--- config.mk ---
export PLATFORM = sky130hd
export DESIGN_NAME = instr_encoder
export DESIGN_NICKNAME = d
export VERILOG_FILES = /design/src/rtl/instr_pkg.sv /design/src/rtl/instr_fifo2.sv /design/src/rtl/instr_encoder.sv
export SDC_FILE = /design/constraint.sdc
export NUM_CORES = 1
export LEC_CHECK = 0
export CAP_MARGIN = 5
export CORE_MARGIN = 10
export CORE_UTILIZATION = 53
export CTS_CLUSTER_SIZE = 30
export DETAILED_ROUTE_END_ITERATION = 10
export MAX_ROUTING_LAYER = met4
export PLACE_DENSITY_LB_ADDON = 0.3
export SETUP_SLACK_MARGIN = 0.2
export SKIP_LAST_GASP = 1
export SLEW_MARGIN = 20
export SYNTH_ARGS = -nofsm -noshare
export SYNTH_HDL_FRONTEND = slang
export SYNTH_HIERARCHICAL = 1
export SYNTH_SLANG_ARGS = --single-unit
export TNS_END_PERCENT = 50
--- constraint.sdc ---
create_clock -name clk -period 4.2 [get_ports clk]
set_input_delay 0.84 -clock clk [delete_from_list [all_inputs] [get_ports clk]]
set_output_delay 0.84 -clock clk [all_outputs]
set_load 0.03 [all_outputs]
--- src/rtl/instr_pkg.sv ---
// Shared immediate-format codes and per-format range limits for the instruction encoder.
package instr_pkg;

  typedef enum logic [1:0] {
    IMM_I = 2'b00,
    IMM_S = 2'b01,
    IMM_B = 2'b10,
    IMM_J = 2'b11
  } imm_src_e;

  localparam int signed IMM_I_MIN = -2048;
  localparam int signed IMM_I_MAX = 2047;
  localparam int signed IMM_S_MIN = -2048;
  localparam int signed IMM_S_MAX = 2047;
  localparam int signed IMM_B_MIN = -4096;
  localparam int signed IMM_B_MAX = 4094;
  localparam int signed IMM_J_MIN = -1048576;
  localparam int signed IMM_J_MAX = 1048574;

  localparam logic [31:0] MASK_I  = 32'hFFF0_0000;
  localparam logic [31:0] MASK_SB = 32'hFE00_0F80;
  localparam logic [31:0] MASK_J  = 32'hFFFF_F000;

  // Bit positions of base that the given format overwrites with immediate bits.
  function automatic logic [31:0] imm_mask(imm_src_e src);
    case (src)
      IMM_I:   return MASK_I;
      IMM_J:   return MASK_J;
      default: return MASK_SB;
    endcase
  endfunction

endpackage

--- src/rtl/instr_fifo2.sv ---
// Two-entry result buffer; ready depends only on registered occupancy.
module instr_fifo2 #(
  parameter int W = 33
) (
  input  logic         clk,
  input  logic         reset,
  input  logic         push_valid_i,
  output logic         push_ready_o,
  input  logic [W-1:0] push_data_i,
  output logic         pop_valid_o,
  input  logic         pop_ready_i,
  output logic [W-1:0] pop_data_o
);

  logic [W-1:0] mem_q [2];
  logic         wr_ptr_q, wr_ptr_d;
  logic         rd_ptr_q, rd_ptr_d;
  logic [1:0]   count_q, count_d;
  logic         push, pop;

  assign push_ready_o = (count_q != 2'd2);
  assign pop_valid_o  = (count_q != 2'd0);
  assign pop_data_o   = mem_q[rd_ptr_q];

  assign push = push_valid_i && push_ready_o;
  assign pop  = pop_valid_o && pop_ready_i;

  always_comb begin
    wr_ptr_d = wr_ptr_q;
    rd_ptr_d = rd_ptr_q;
    count_d  = count_q;
    if (push) wr_ptr_d = ~wr_ptr_q;
    if (pop)  rd_ptr_d = ~rd_ptr_q;
    if (push && !pop)      count_d = count_q + 2'd1;
    else if (pop && !push) count_d = count_q - 2'd1;
  end

  // Entries are cleared on reset so the output word reads zero while empty.
  always_ff @(posedge clk) begin
    if (reset) begin
      wr_ptr_q <= 1'b0;
      rd_ptr_q <= 1'b0;
      count_q  <= 2'd0;
      for (int i = 0; i < 2; i++) mem_q[i] <= '0;
    end else begin
      wr_ptr_q <= wr_ptr_d;
      rd_ptr_q <= rd_ptr_d;
      count_q  <= count_d;
      if (push) mem_q[wr_ptr_q] <= push_data_i;
    end
  end

endmodule

--- src/rtl/instr_encoder.sv ---
// Inserts a range-checked immediate into an instruction word and buffers the result.
module instr_encoder
  import instr_pkg::*;
#(
  parameter int ERR_CNT_W = 8
) (
  input  logic                 clk,
  input  logic                 reset,
  input  logic                 in_valid,
  output logic                 in_ready,
  input  logic [1:0]           imm_src,
  input  logic [31:0]          imm,
  input  logic [31:0]          base,
  output logic                 out_valid,
  input  logic                 out_ready,
  output logic [31:0]          out_instr,
  output logic                 out_err,
  output logic [ERR_CNT_W-1:0] err_cnt
);

  imm_src_e              src;
  logic signed [31:0]    imm_s;
  logic [31:0]           field;
  logic [31:0]           enc_instr;
  logic                  enc_err;
  logic                  accept;
  logic [ERR_CNT_W-1:0]  err_cnt_q, err_cnt_d;

  assign src   = imm_src_e'(imm_src);
  assign imm_s = signed'(imm);

  always_comb begin
    field   = '0;
    enc_err = 1'b0;
    case (src)
      IMM_I: begin
        field   = {imm[11:0], 20'b0};
        enc_err = (imm_s < IMM_I_MIN) || (imm_s > IMM_I_MAX);
      end
      IMM_S: begin
        field   = {imm[11:5], 13'b0, imm[4:0], 7'b0};
        enc_err = (imm_s < IMM_S_MIN) || (imm_s > IMM_S_MAX);
      end
      IMM_B: begin
        field   = {imm[12], imm[10:5], 13'b0, imm[4:1], imm[11], 7'b0};
        enc_err = (imm_s < IMM_B_MIN) || (imm_s > IMM_B_MAX) || imm[0];
      end
      default: begin
        field   = {imm[20], imm[10:1], imm[11], imm[19:12], 12'b0};
        enc_err = (imm_s < IMM_J_MIN) || (imm_s > IMM_J_MAX) || imm[0];
      end
    endcase
    // A rejected immediate leaves its field zero rather than a truncated value.
    enc_instr = (base & ~imm_mask(src)) | (enc_err ? 32'b0 : field);
  end

  assign accept = in_valid && in_ready;

  always_comb begin
    err_cnt_d = err_cnt_q;
    if (accept && enc_err && (err_cnt_q != {ERR_CNT_W{1'b1}}))
      err_cnt_d = err_cnt_q + {{(ERR_CNT_W-1){1'b0}}, 1'b1};
  end

  always_ff @(posedge clk) begin
    if (reset) err_cnt_q <= '0;
    else       err_cnt_q <= err_cnt_d;
  end

  assign err_cnt = err_cnt_q;

  instr_fifo2 #(.W(33)) u_fifo (
    .clk          (clk),
    .reset        (reset),
    .push_valid_i (in_valid),
    .push_ready_o (in_ready),
    .push_data_i  ({enc_err, enc_instr}),
    .pop_valid_o  (out_valid),
    .pop_ready_i  (out_ready),
    .pop_data_o   ({out_err, out_instr})
  );

endmodule
# After elaboration in Yosys (flattened, before gate mapping)
# Memories as Yosys holds them, arrays and structs flattened. A register that Yosys moved wholly into a read port is not among the register bits.
# Cells that the tools add are included.
# totals
regBits	12
ram_bits	66
input_bits	70
out_inout_bits	43
wordCells	58
n_memories	1
# classes
add_sub_neg	3
n_lt_le_gt_ge	6
n_eq_ne	5
n_mux	16
bitwise_logic	5
reduce_logical	18
# memory_table
memory	words	word_bits	read_ports	rd_clocked_by_memory_dff	wr	line	text
u_fifo.mem_q	2	33	1	1	2	instr_fifo2.sv:15	logic [W-1:0] mem_q [2];
# ops
cell	n
32-bit one-hot mux with 3 select lines	1
25-bit one-hot mux with 2 select lines	1
33-bit 2-to-1 mux	1
33-bit OR reduction	1
32-bit AND	1
32-bit by 12-bit > comparator with 1-bit output, second input constant	1
32-bit by 13-bit > comparator with 1-bit output, second input constant	1
32-bit by 21-bit > comparator with 1-bit output, second input constant	1
32-bit by 12-bit < comparator with 1-bit output, second input constant	1
32-bit by 13-bit < comparator with 1-bit output, second input constant	1
32-bit by 21-bit < comparator with 1-bit output, second input constant	1
32-bit 2-to-1 mux	1
32-bit inverter	1
32-bit OR	1
1-bit 2-to-1 mux	9
8-bit by 1-bit adder with 8-bit output, second input constant	1
8-bit inequality test, second input constant	1
1-bit logical AND	6
1-bit logical OR	5
2-bit equality test, second input constant	2
2-bit 2-to-1 mux	2
2-bit nonzero test	2
2-bit by 1-bit adder with 2-bit output, second input constant	1
2-bit by 1-bit equality test with 1-bit output, second input constant	1
7 further kinds	9

# Depth between registers and ports, before layout
# Gate-level depths: netlist of the first run.
# logic_depth
word_depth	7
depth_mapped	11
depth_no_buf	10

# By module
# The synthesis of the first run kept the hierarchy.
# modules_own_cells
mod	instances	cells_each	area_each_um2	seq_area_each_um2
instr_fifo2	1	238	3171.8	2082.0
instr_encoder	1	165	1153.6	160.2

# Worst setup path before layout of the first run
# OpenSTA, ideal clock, no wires.
# synth_timing
kind	input port to flip-flop
start	input port imm[15]
end	memory u_fifo.mem_q[0][10] (data pin)
setup_time_ps	138
arrival_time_ps	2742
required_time_ps	4062
setup_slack_ps	1320
path_stages	9
n_path_buf	1
path_cell_list	or4_4 nor4_4 nand3_2 a311oi_4 nor2_4 buf_6 o31ai_2 nand2b_1 nor2_1
# synth_rtl
element	line	text
from (decl)	instr_encoder.sv:12	input logic [31:0] imm,
to (decl)	instr_fifo2.sv:15	

==> results of run 1 <==
[through the flow]
stage | total power [uW] | area, um^2 | instances
4_1_cts | 2630 | 5630 | 606
3_3_place_gp | 1950 | 5390 | 591
2_1_floorplan | 1620 | 4330 | 403
3_5_place_dp | 1970 | 5390 | 591
5_1_grt | 2730 | 5630 | 606
6_report | 2620 | 5630 | 606
[synthesized netlist by cell type, types with 2 or more instances]
cell / count / area share
and2b_1: 4 / 0.0069
or3_1: 4 / 0.0058
nor2_1: 78 / 0.068
a21oi_1: 6 / 0.0069
o22ai_1: 8 / 0.012
buf_2: 4 / 0.0046
dfxtp_1: 13 / 0.060
nor4_1: 7 / 0.010
xor2_1: 3 / 0.0061
clkbuf_1: 10 / 0.0087
nand2_1: 23 / 0.020
mux2_2: 38 / 0.099
nand4_1: 7 / 0.010
nor3_1: 6 / 0.0069
inv_1: 11 / 0.0095
or2_2: 2 / 0.0029
o31ai_2: 3 / 0.0087
a31oi_1: 2 / 0.0029
o21ai_0: 17 / 0.020
nand3_1: 6 / 0.0069
nand2b_1: 42 / 0.061
ha_1: 6 / 0.017
buf_6: 7 / 0.018
nor2b_1: 8 / 0.012
edfxtp_1: 66 / 0.46
[power breakdown]
part	internal, uW	switching (uW)	total (uW)
clock	391	285	675
combinational	408	531	939
sequential	965	38.8	1000
[path summary, 6_finish.rpt]
| check | from | end | slack [ns] |
|---|---|---|---|
| setup reg to reg | u_fifo/count_q[0] | u_fifo/mem_q[0][28] | 1.82 |
| setup / recovery | imm[31] | u_fifo/mem_q[0][7] | 0.72 |
| hold / removal | u_fifo/rd_ptr_q | flop | 0.52 |
| hold reg to reg | u_fifo/rd_ptr_q | flop | 0.52 |
[layout make-up]
type                            instances  area, um^2
Fill cell                             580        2220
Clock inverter                          6         110
Multi-Input combinational cell        290        1900
Tap cell                              102         128
Clock buffer                            9         124
Sequential cell                        79        2240
Inverter                               11        41.3
Timing Repair Buffer                  109        1080
[flip-flops by register name, indices dropped and copies added, names as in the netlist, named ones only]
signal	cells
err_cnt	8
u_fifo/count_q	2
u_fifo/mem_q	66
u_fifo/rd_ptr_q	1
u_fifo/wr_ptr_q	1
[worst reg2reg max path, stage by stage (launching register included)]
cell	delay, ns
dfxtp_1	0.40
nand2b_1	0.33
nand3b_4	0.42
nand2b_2	0.84
[cells by family (layout without fill, tap and decap cells)]
family,count (synthesis),after routing,share of synthesized area
simple gates,197,197,0.237
flops,79,79,0.518
compound gates,45,45,0.0758
mux,39,39,0.101
buf+inv,34,135,0.0437
fa+ha+maj,6,6,0.0174
xor+xnor,3,3,0.00608
[layer usage]
metal  wire (um)  up-vias  GRT usage
met1        4560     1618      0.223
met4         158        0     0.0661
li1            -     1621          -
met5           0        -          -
met2        5500      139      0.307
met3         733       25     0.0435
==> reports/qor.csv, run 1 <==
metric;value;unit
status;finished clean;
highest ir drop seen on vdd;0.273;mV
ys async rst share;0;
Worst setup SP type;primary input;
pre-CTS WS;0.476;ns
postcts setup bufs;0;
Power Density;465;nW/um^2
Final Hold Viols;0;
largest net degree at the start of global routing;53;
Max Freq;0.288;GHz
Post-Syn Area;4330;um^2
row count;32;
Slew @ Worst Pin;0.914;ns
Crit path required time;4.39;ns
slew margin rel.;0.391;
delay-heaviest family, CP;simple AND/OR/NAND/NOR gates;
Vias per Instance;5.62;
Hold/Removal Path Class;reg2reg;
Iter 0 DRT Violations;239;
most common cell after layout, fill and taps aside;clkdlybuf4s50_1;
Initial Util;0.551;
post-layout min period;3.48;ns
CP endpoint kind;flop;
DR pass1 iterations;5;
Hold Crit Depth;2;
Routed Antenna Nets;0;
first-pass GRT wire length;17.2;mm
DR vias;3403;
Routed WL per cell;18.1;um
vias in the first global route;3496;
max incr delay on CP;0.66;ns
commonest non-fill, non-tap cells in the layout;105 x clkdlybuf4s50_1, 78 x nor2_1, 66 x edfxtp_1, 40 x nand2b_1, 38 x mux2_2;
max-cap violations;0;
Post-route DRC;0;
fin nets;576;
Clock Path Buffers;2;
unrepaired setup endpoints after global routing;false;
Ports;113;
R2R cell count;3;
predominant post-synthesis flop cell;edfxtp_1;
Pleak;0.00203;uW
die span in x;110;um
Antenna Cells;0;
crit-path cells;clkdlybuf4s50_1 -> nand4_1 -> nor3_1 -> nand2_1 -> o21ai_0 -> nor2_4 -> o32ai_1 -> nand2b_1 -> nor2_1;
WHS;0.519;ns
register area share after synthesis;0.518;
Cells after Synth;403;
synthesized flop and latch total;79;
Levels on crit path;9;
total CTS buffers;9;
critical path arrival;3.67;ns
slowest cell on the critical path;o21ai_0;
setup TNS;0;ns
Clock Latency Late Sink;0.35;ns
die area;12200;um^2
CP max FO;28;
Unique masters post-synth;47;
clock transition at the registers of the reported paths;0.08;ns
Synth-to-Final Area Change;30.1;%
final worst slack;0.724;ns
antenna violations before repair;0;
CTS tree;yes;
DP HPWL;7.57;mm
period utilisation layout;0.828;
gr usage total;0.188;
fin util;0.717;
htree depth;3;
fin. max-slew vios;0;
Ys Warns;6;
Core Area;7850;um^2
clock skew;0.00730;ns
CTS resizes;0;
EDFF count, synth;66;
Hold Buf Count CTS;0;
layout cells sized above 1;0.145;
GP Congestion;0.857;
gr ovfl total;0;
critical path buffer and inverter count;1;
final setup fails;0;
Port Buf Inserts;105;
TritonCTS Sinks;79;
syn avg cell area;10.7;um^2
Mapped Nets;479;
WS Path Type;in2reg;
wirelength, routed;11.0;mm
die span in y;110;um
root buffer cell;clkbuf_8;
Power figures use the tool's default switching activity.
==> inputs of run 2 (changes only) <==
--- a/config.mk
+++ b/config.mk
@@ -7,7 +7,7 @@
 export LEC_CHECK = 0
 export CAP_MARGIN = 5
 export CORE_MARGIN = 10
-export CORE_UTILIZATION = 53
+export CORE_UTILIZATION = 44
 export CTS_CLUSTER_SIZE = 30
 export DETAILED_ROUTE_END_ITERATION = 10
 export MAX_ROUTING_LAYER = met4
==> constraint.sdc (replaced) <==
create_clock -name clk -period 3.1 [get_ports clk]
set_input_delay 0.62 -clock clk [delete_from_list [all_inputs] [get_ports clk]]
set_output_delay 0.62 -clock clk [all_outputs]
set_load 0.03 [all_outputs]
==> run 2 against run 1 <==
Register-to-register slack lost 0.94 ns. Total power rose by 33%. Clock skew up 0.0050 ns. Global-route usage shrank 2.9 points. Sequential power rose by 35%. Cell count increased by 9.7%. Hold slack got worse by 0.0092 ns. Highest routed layer unchanged.
==> reports/qor.csv, run 2 (same netlist as run 1, synthesis figures left out) <==
metric;value;unit;change
CTS tree;yes;;
largest net degree at the start of global routing;53;;unchanged
clock transition at the registers of the reported paths;0.09;ns;about the same
die span in x;119;um;+8.0%
commonest non-fill, non-tap cells in the layout;102 x clkdlybuf4s50_1, 78 x nor2_1, 66 x edfxtp_1, 40 x nand2b_1, 38 x mux2_2;;
CP endpoint kind;flop;;
crit path to;u_fifo/mem_q[1][10];;
CP max FO;14;;-50%
Core Area;9680;um^2;+23%
unrepaired setup endpoints after global routing;true;;
fin nets;603;;+4.7%
gr usage total;0.159;;-0.0286
Ports;113;;unchanged
wirelength, routed;11.0;mm;+0.66%
Synth-to-Final Area Change;36.0;%;
highest ir drop seen on vdd;0.299;mV;+9.2%
DP HPWL;7.81;mm;+3.2%
WHS;0.510;ns;-0.00921 ns
DR pass1 iterations;4;;-1
Hold/Removal Path Class;reg2reg;;
row count;36;;+13%
Iter 0 DRT Violations;212;;-11%
first-pass GRT wire length;17.7;mm;+3.2%
Post-route DRC;0;;unchanged
GP Congestion;0.787;;-8.1%
fin. max-slew vios;0;;unchanged
Power Density;590;nW/um^2;+27%
Port Buf Inserts;105;;unchanged
die span in y;119;um;+8.0%
Crit path required time;3.31;ns;-1.08 ns
WS Path Type;in2reg;;
post-layout min period;2.84;ns;
Worst setup SP type;primary input;;
total CTS buffers;9;;unchanged
gr ovfl total;0;;unchanged
Clock Path Buffers;2;;unchanged
Clock Latency Late Sink;0.35;ns;about the same
Slew @ Worst Pin;0.480;ns;-0.434 ns
TritonCTS Sinks;79;;unchanged
R2R cell count;5;;+2
layout cells sized above 1;0.205;;+0.0600
setup slack, reg-to-reg;0.88;ns;-0.94 ns
reg-to-reg critical path endpoint;err_cnt[3];;
most common cell after layout, fill and taps aside;clkdlybuf4s50_1;;
critical path arrival;3.05;ns;-0.62 ns
Vias per Instance;5.11;;-9.1%
die area;14200;um^2;+17%
Final Hold Viols;0;;unchanged
Initial Util;0.447;;-0.105
Pleak;0.00216;uW;+6.8%
antenna violations before repair;0;;unchanged
Finished Cell Area;5880;um^2;+4.6%
status;finished clean;;
DP Area;5620;um^2;+4.2%
crit path launch;imm[15];;
Max Freq;0.352;GHz;
root buffer cell;clkbuf_8;;
max-cap violations;0;;unchanged
register with the most flip-flops;u_fifo/mem_q;;
Routed WL per cell;16.6;um;-8.3%
number of flip-flops in the largest register;66;;unchanged
DR vias;3396;;-0.21%
r2r startpoint;u_fifo/count_q[0];;
final setup fails;0;;unchanged
period utilisation layout;0.916;;
Antenna Cells;0;;unchanged
slew margin rel.;0.680;;+0.289
fin util;0.608;;-0.109
htree depth;3;;unchanged
clock skew;0.0123;ns;+0.00496 ns
FILL cells;833;;+44%
Routed Antenna Nets;0;;unchanged
vias in the first global route;3632;;+3.9%
run 2: cell types whose count changed in the layout (fill, tap and decap cells not counted), sizes merged:
| cell | delta |
|---|---|
| bufinv | -2 |
| buf | +30 |
| clkinvlp | -1 |
| inv | +4 |
| clkdlybuf4s50 | -3 |
run 2: repair_timing:
action	CTS	global route
gates resized for setup	0	5
endpoints found under the setup margin	3	49
setup buffers	0	6
pin swaps	1	3
hold endpoints to repair	0	0
hold buffers	0	0
run 2: cell type report:
cell class,count,area [um^2],area share
sequential,79,2240,0.381
multi-input combinational,290,1920,0.327
timing repair buffer,136,1310,0.223
tap,133,166,0.0283
clock buffer,9,124,0.0211
clock inverter,7,77.6,0.0132
inverter,11,41.3,0.00702
run 2: worst max-delay path, cell delays in order:
cell	delay, ns
clkdlybuf4s50_1	0.43
or4_4	0.55
nor4_4	0.21
nand3_2	0.16
a311oi_4	0.36
nor2_4	0.14
buf_4	0.16
o31ai_2	0.22
nand2b_1	0.10
nor2_1	0.10
run 2: per-layer routing:
layer | wire length [um] | global-route usage | vias up
li1 | - | - | 1670
met1 | 4800 | 0.178 | 1630
met2 | 5570 | 0.277 | 86
met3 | 540 | 0.0350 | 10
met4 | 114 | 0.0527 | 0
met5 | 0 | - | -
run 2: through the flow:
step	setup TNS, ns	total power (uW)	setup WS [ns]	instances
after floorplan	0	2200	0.440	403
after global placement	-2.85	2690	-0.118	643
after detailed placement	-4.62	2710	-0.162	643
after CTS	0	3510	0.239	659
after global routing	0	3640	0.176	665
final	0	3470	0.260	665
run 2: worst min-delay path by stage:
| stage | end | slack, ns | cells past startpoint | from |
|---|---|---|---|---|
| after global routing | u_fifo/rd_ptr_q | 0.56 | 2 | u_fifo/rd_ptr_q |
| after global placement | flop | 0.48 | 2 | u_fifo/rd_ptr_q |
| final | flop | 0.51 | 2 | u_fifo/rd_ptr_q |
| after detailed placement | flop | 0.50 | 2 | u_fifo/rd_ptr_q |
| after floorplan | flop | 0.47 | 2 | u_fifo/rd_ptr_q |
| after CTS | flop | 0.52 | 2 | u_fifo/rd_ptr_q |
run 2: power by group:
part	switching, uW	internal [uW]
combinational	729	590
sequential	48.2	1300
clock	417	384
total	1190	2280
==> inputs of run 3 (changes only) <==
--- a/config.mk
+++ b/config.mk
@@ -5,7 +5,6 @@
 export SDC_FILE = /design/constraint.sdc
 export NUM_CORES = 1
 export LEC_CHECK = 0
-export CAP_MARGIN = 5
 export CORE_MARGIN = 10
 export CORE_UTILIZATION = 44
 export CTS_CLUSTER_SIZE = 30
==> results of run 3 <==
Same layout as run 2: the final DEF is identical, and so are final timing and power.
==> RTL change 1: new RTL, config.mk and constraints of run 2 <==
Reset style: asynchronous (`reset`), changed in 2 clocked blocks.
--- a/src/rtl/instr_fifo2.sv
+++ b/src/rtl/instr_fifo2.sv
@@ -38,3 +38,3 @@
   // Entries are cleared on reset so the output word reads zero while empty.
-  always_ff @(posedge clk) begin
+  always_ff @(posedge clk or posedge reset) begin
     if (reset) begin
--- a/src/rtl/instr_encoder.sv
+++ b/src/rtl/instr_encoder.sv
@@ -64,3 +64,3 @@
 
-  always_ff @(posedge clk) begin
+  always_ff @(posedge clk or posedge reset) begin
     if (reset) err_cnt_q <= '0;
Function: differs if reset is asserted again (counterexample within 4 cycles, from zero or initial values and one cycle with reset high); with reset held inactive, the same outputs for 4 cycles.
==> RTL change 1 against run 2 <==
Sequential cell count fell by 1; hold slack got worse by 0.015 ns; cell area decreased by 2.2%; highest routed layer unchanged; die area fell by 0.60%; wire length decreased by 4.3%; via count is 12% lower; critical path type unchanged; worst setup slack improved by 0.15 ns; fmax grew 5.7%; area after synthesis down 0.72%; global-route usage decreased by 0.12 points.
Power is not compared: it rests on default switching activity, and its combinational part moved more than twofold at a synthesized area within 25%.
==> RTL change 1: results (changes against run 2) <==
R2R setup slack 1.37 ns (+0.49 ns); share of layout cells above drive strength 1 0.342 (+0.137); largest net degree at the start of global routing 71 (+34%); reg-to-reg endpoint u_fifo/mem_q[20]; Setup WS pre-CTS 0.0836 ns (+0.246 ns); via count 2,989 (-12%); met2 wire len 5240 um (-6.0%); GPL Wtd Cong 0.838 (+6.5%); post-route cell area 0.00575 mm^2 (-2.2%); routing usage on met2 0.253 (-0.0232); Synth area leaders dfrtp_1 45%, mux2_2 18%, mux2_4 10%; clk_skew 0.00983 ns (-0.00243 ns); worst reg2reg path depth 4 (-1); HP Start u_fifo/wr_ptr_q; final hold slack 0.495 ns (-0.0153 ns); synthesized instance count 332 (-18%); Unique masters post-synth 41 (-13%); met3 global-route usage 0.0471 (+0.0122); Critical R2R Launch u_fifo/count_q[0]; DRT met1 WL 4600 um (-4.1%); Post-synth ARST share 1.00 (+1.00); Post-Synth Adder-Cell Area 0.0175 (+0.000126); outcome finished clean; Critical Path Fanout Max 12 (-2); post-synthesis xor/xnor area fraction 0.0245 (+0.0184); Area after DPL 0.00554 mm^2 (-1.3%); WL met3 548 um (+1.5%); fillers 806 (-3.2%); mux contribution to synthesized area 0.288 (+0.187); Top FF cell, synth dfrtp_1; Hold Path Depth 1 (-1)
[RTL change 1: cell types whose count changed after synthesis, moves of 6 or more]
cell and delta:
dfrtp_1 +78, nor2_1 -69, edfxtp_1 -66, nand2b_1 -42, mux2_2 +32, mux2_4 +30
o21ai_0 -15, dfxtp_1 -13, xnor2_1 +9, nor2b_1 -8, o22ai_1 -8, o22ai_2 +8
clkbuf_1 -6
[RTL change 1: area by class of cell]
cell class                      count  share of cell area
Clock inverter                      6              0.0146
Clock buffer                       10              0.0222
Multi-Input combinational cell    224               0.373
Timing Repair Buffer              116               0.214
Inverter                           14             0.00935
Sequential cell                    78               0.339
Tap cell                          129              0.0281
[RTL change 1: power breakdown]
part / internal (mW) / switching, mW
sequential: 1.41 / 0.245
clock: 0.453 / 0.377
combinational: 1.51 / 1.33
total: 3.38 / 1.96
[RTL change 1: worst max-delay path, delay by kind of cell]
kind                   cells  cell delay, ns
AO/OA/AOI/OAI              2            0.53
buffers and inverters      2            0.65
multiplexers               1            0.18
AND/OR/NAND/NOR            4            0.99
==> RTL change 2: new RTL, settings of run 2 <==
Made on the original files. The parameter `ERR_CNT_W` goes from 8 to 6.
--- a/src/rtl/instr_encoder.sv
+++ b/src/rtl/instr_encoder.sv
@@ -4,3 +4,3 @@
 #(
-  parameter int ERR_CNT_W = 8
+  parameter int ERR_CNT_W = 6
 ) (
Interface: changed (resized err_cnt); port bits go from 113 to 111. The function was not compared with the original's and may differ.
==> RTL change 2 against run 2 <==
Count of clock-buffer cells in the layout is 1 higher; die area is 1.8% lower; worst setup slack better by 0.085 ns; critical path depth is 1 higher; total power is 1.5% higher; critical path type unchanged; final cell count is 6.0% lower; sequential cell count is 2 lower; area after synthesis is 2.2% lower; cell area is 2.6% lower; wire length is 3.9% lower; highest routed layer unchanged.
==> RTL change 2: results (changes against run 2) <==
outcome finished clean; pwr dens 615 mW/mm^2 (+4.2%); GPL Wtd Cong 0.866 (+10%); Unique masters post-synth 46 (-2.1%); most instantiated cells after synthesis 79 x nor2_1, 66 x edfxtp_1, 42 x nand2b_1, 38 x mux2_2, 14 x nand2_1; worst setup path start imm[14]; dpl hpwl 7810 um (-0.12%); Worst Path Arrival 2.95 ns (-0.10 ns); Inst Count DP 609 (-5.3%); initial DRC count 154 (-27%); via count 3,185 (-6.2%); clk_skew 0.00889 ns (-0.00337 ns); syn nets 454 (-5.2%); Nets 567 (-6.0%); sequential element share of the synthesized area 0.521 (+0.00219); worst IR drop on VDD 396 uV (+32%); wire per inst 16.9 um (+2.2%); final hold slack 0.510 ns (+0.000497 ns); Setup WS pre-CTS -0.0114 ns (+0.151 ns); vias in the first global route 3,502 (-3.6%); Synth area leaders edfxtp_1 47%, mux2_2 10%, nor2_1 7.0%; R2R setup slack 1.15 ns (+0.27 ns); IO Port Bufs 103 (-1.9%); clock-net power 0.817 mW (+2%); global-route wire length before repair 17,200 um (-3.0%); detail-routed via count per cell 5.10 (-0.21%); reg-to-reg endpoint err_cnt[5]; LEAKAGE 2.11 nW (-2.4%); synthesized instance count 378 (-6.2%)
==> RTL change 2: cell count changes in the layout (fill, tap and decap cells not counted), moves of 4 or more <==
cell                    run 2  this run
buf_4                      30        21
and2b_1                     4         0
o22ai_1                     7         0
clkdlybuf4s50_1           102        95
a32o_1                      0         4
buf_12                      3         8
o22ai_2                     1         8
o21ai_0                    16         8
nand2_1                    23        14
and2_1                      1         7
==> RTL change 2: final cells by class <==
type | instances | area (um^2)
clock buffer | 10 | 128
clock inverter | 6 | 88.8
fill | 789 | 3550
inverter | 12 | 47.5
multi-input combinational | 267 | 1840
sequential | 77 | 2200
tap | 129 | 161
timing repair buffer | 124 | 1270
==> RTL change 2: kinds of logic (layout without fill, tap and decap cells) <==
group / count (synthesis) / in the layout / share of synthesized area
compound gates: 35 / 35 / 0.0769
mux: 39 / 39 / 0.104
xor+xnor: 3 / 3 / 0.00621
fa+ha+maj: 6 / 6 / 0.0177
simple gates: 184 / 184 / 0.228
buf+inv: 34 / 152 / 0.0467
flops: 77 / 77 / 0.521
==> RTL change 2: metal layers <==
metal  GRT usage  wire length [um]
met5           -                 0
met4      0.0541                80
met3      0.0355               591
met1       0.175              4600
met2       0.272              5320
==> RTL change 2: worst max-delay path by stage <==
stage	end	slack, ns	cells past startpoint
after floorplan	u_fifo/mem_q[0][7]	0.62	9
after global placement	u_fifo/mem_q[0][7]	0.07	10
after detailed placement	u_fifo/mem_q[0][10]	-0.01	10
after CTS	u_fifo/mem_q[0][10]	0.35	10
after global routing	u_fifo/mem_q[0][7]	0.22	10
final	u_fifo/mem_q[0][18]	0.34	11
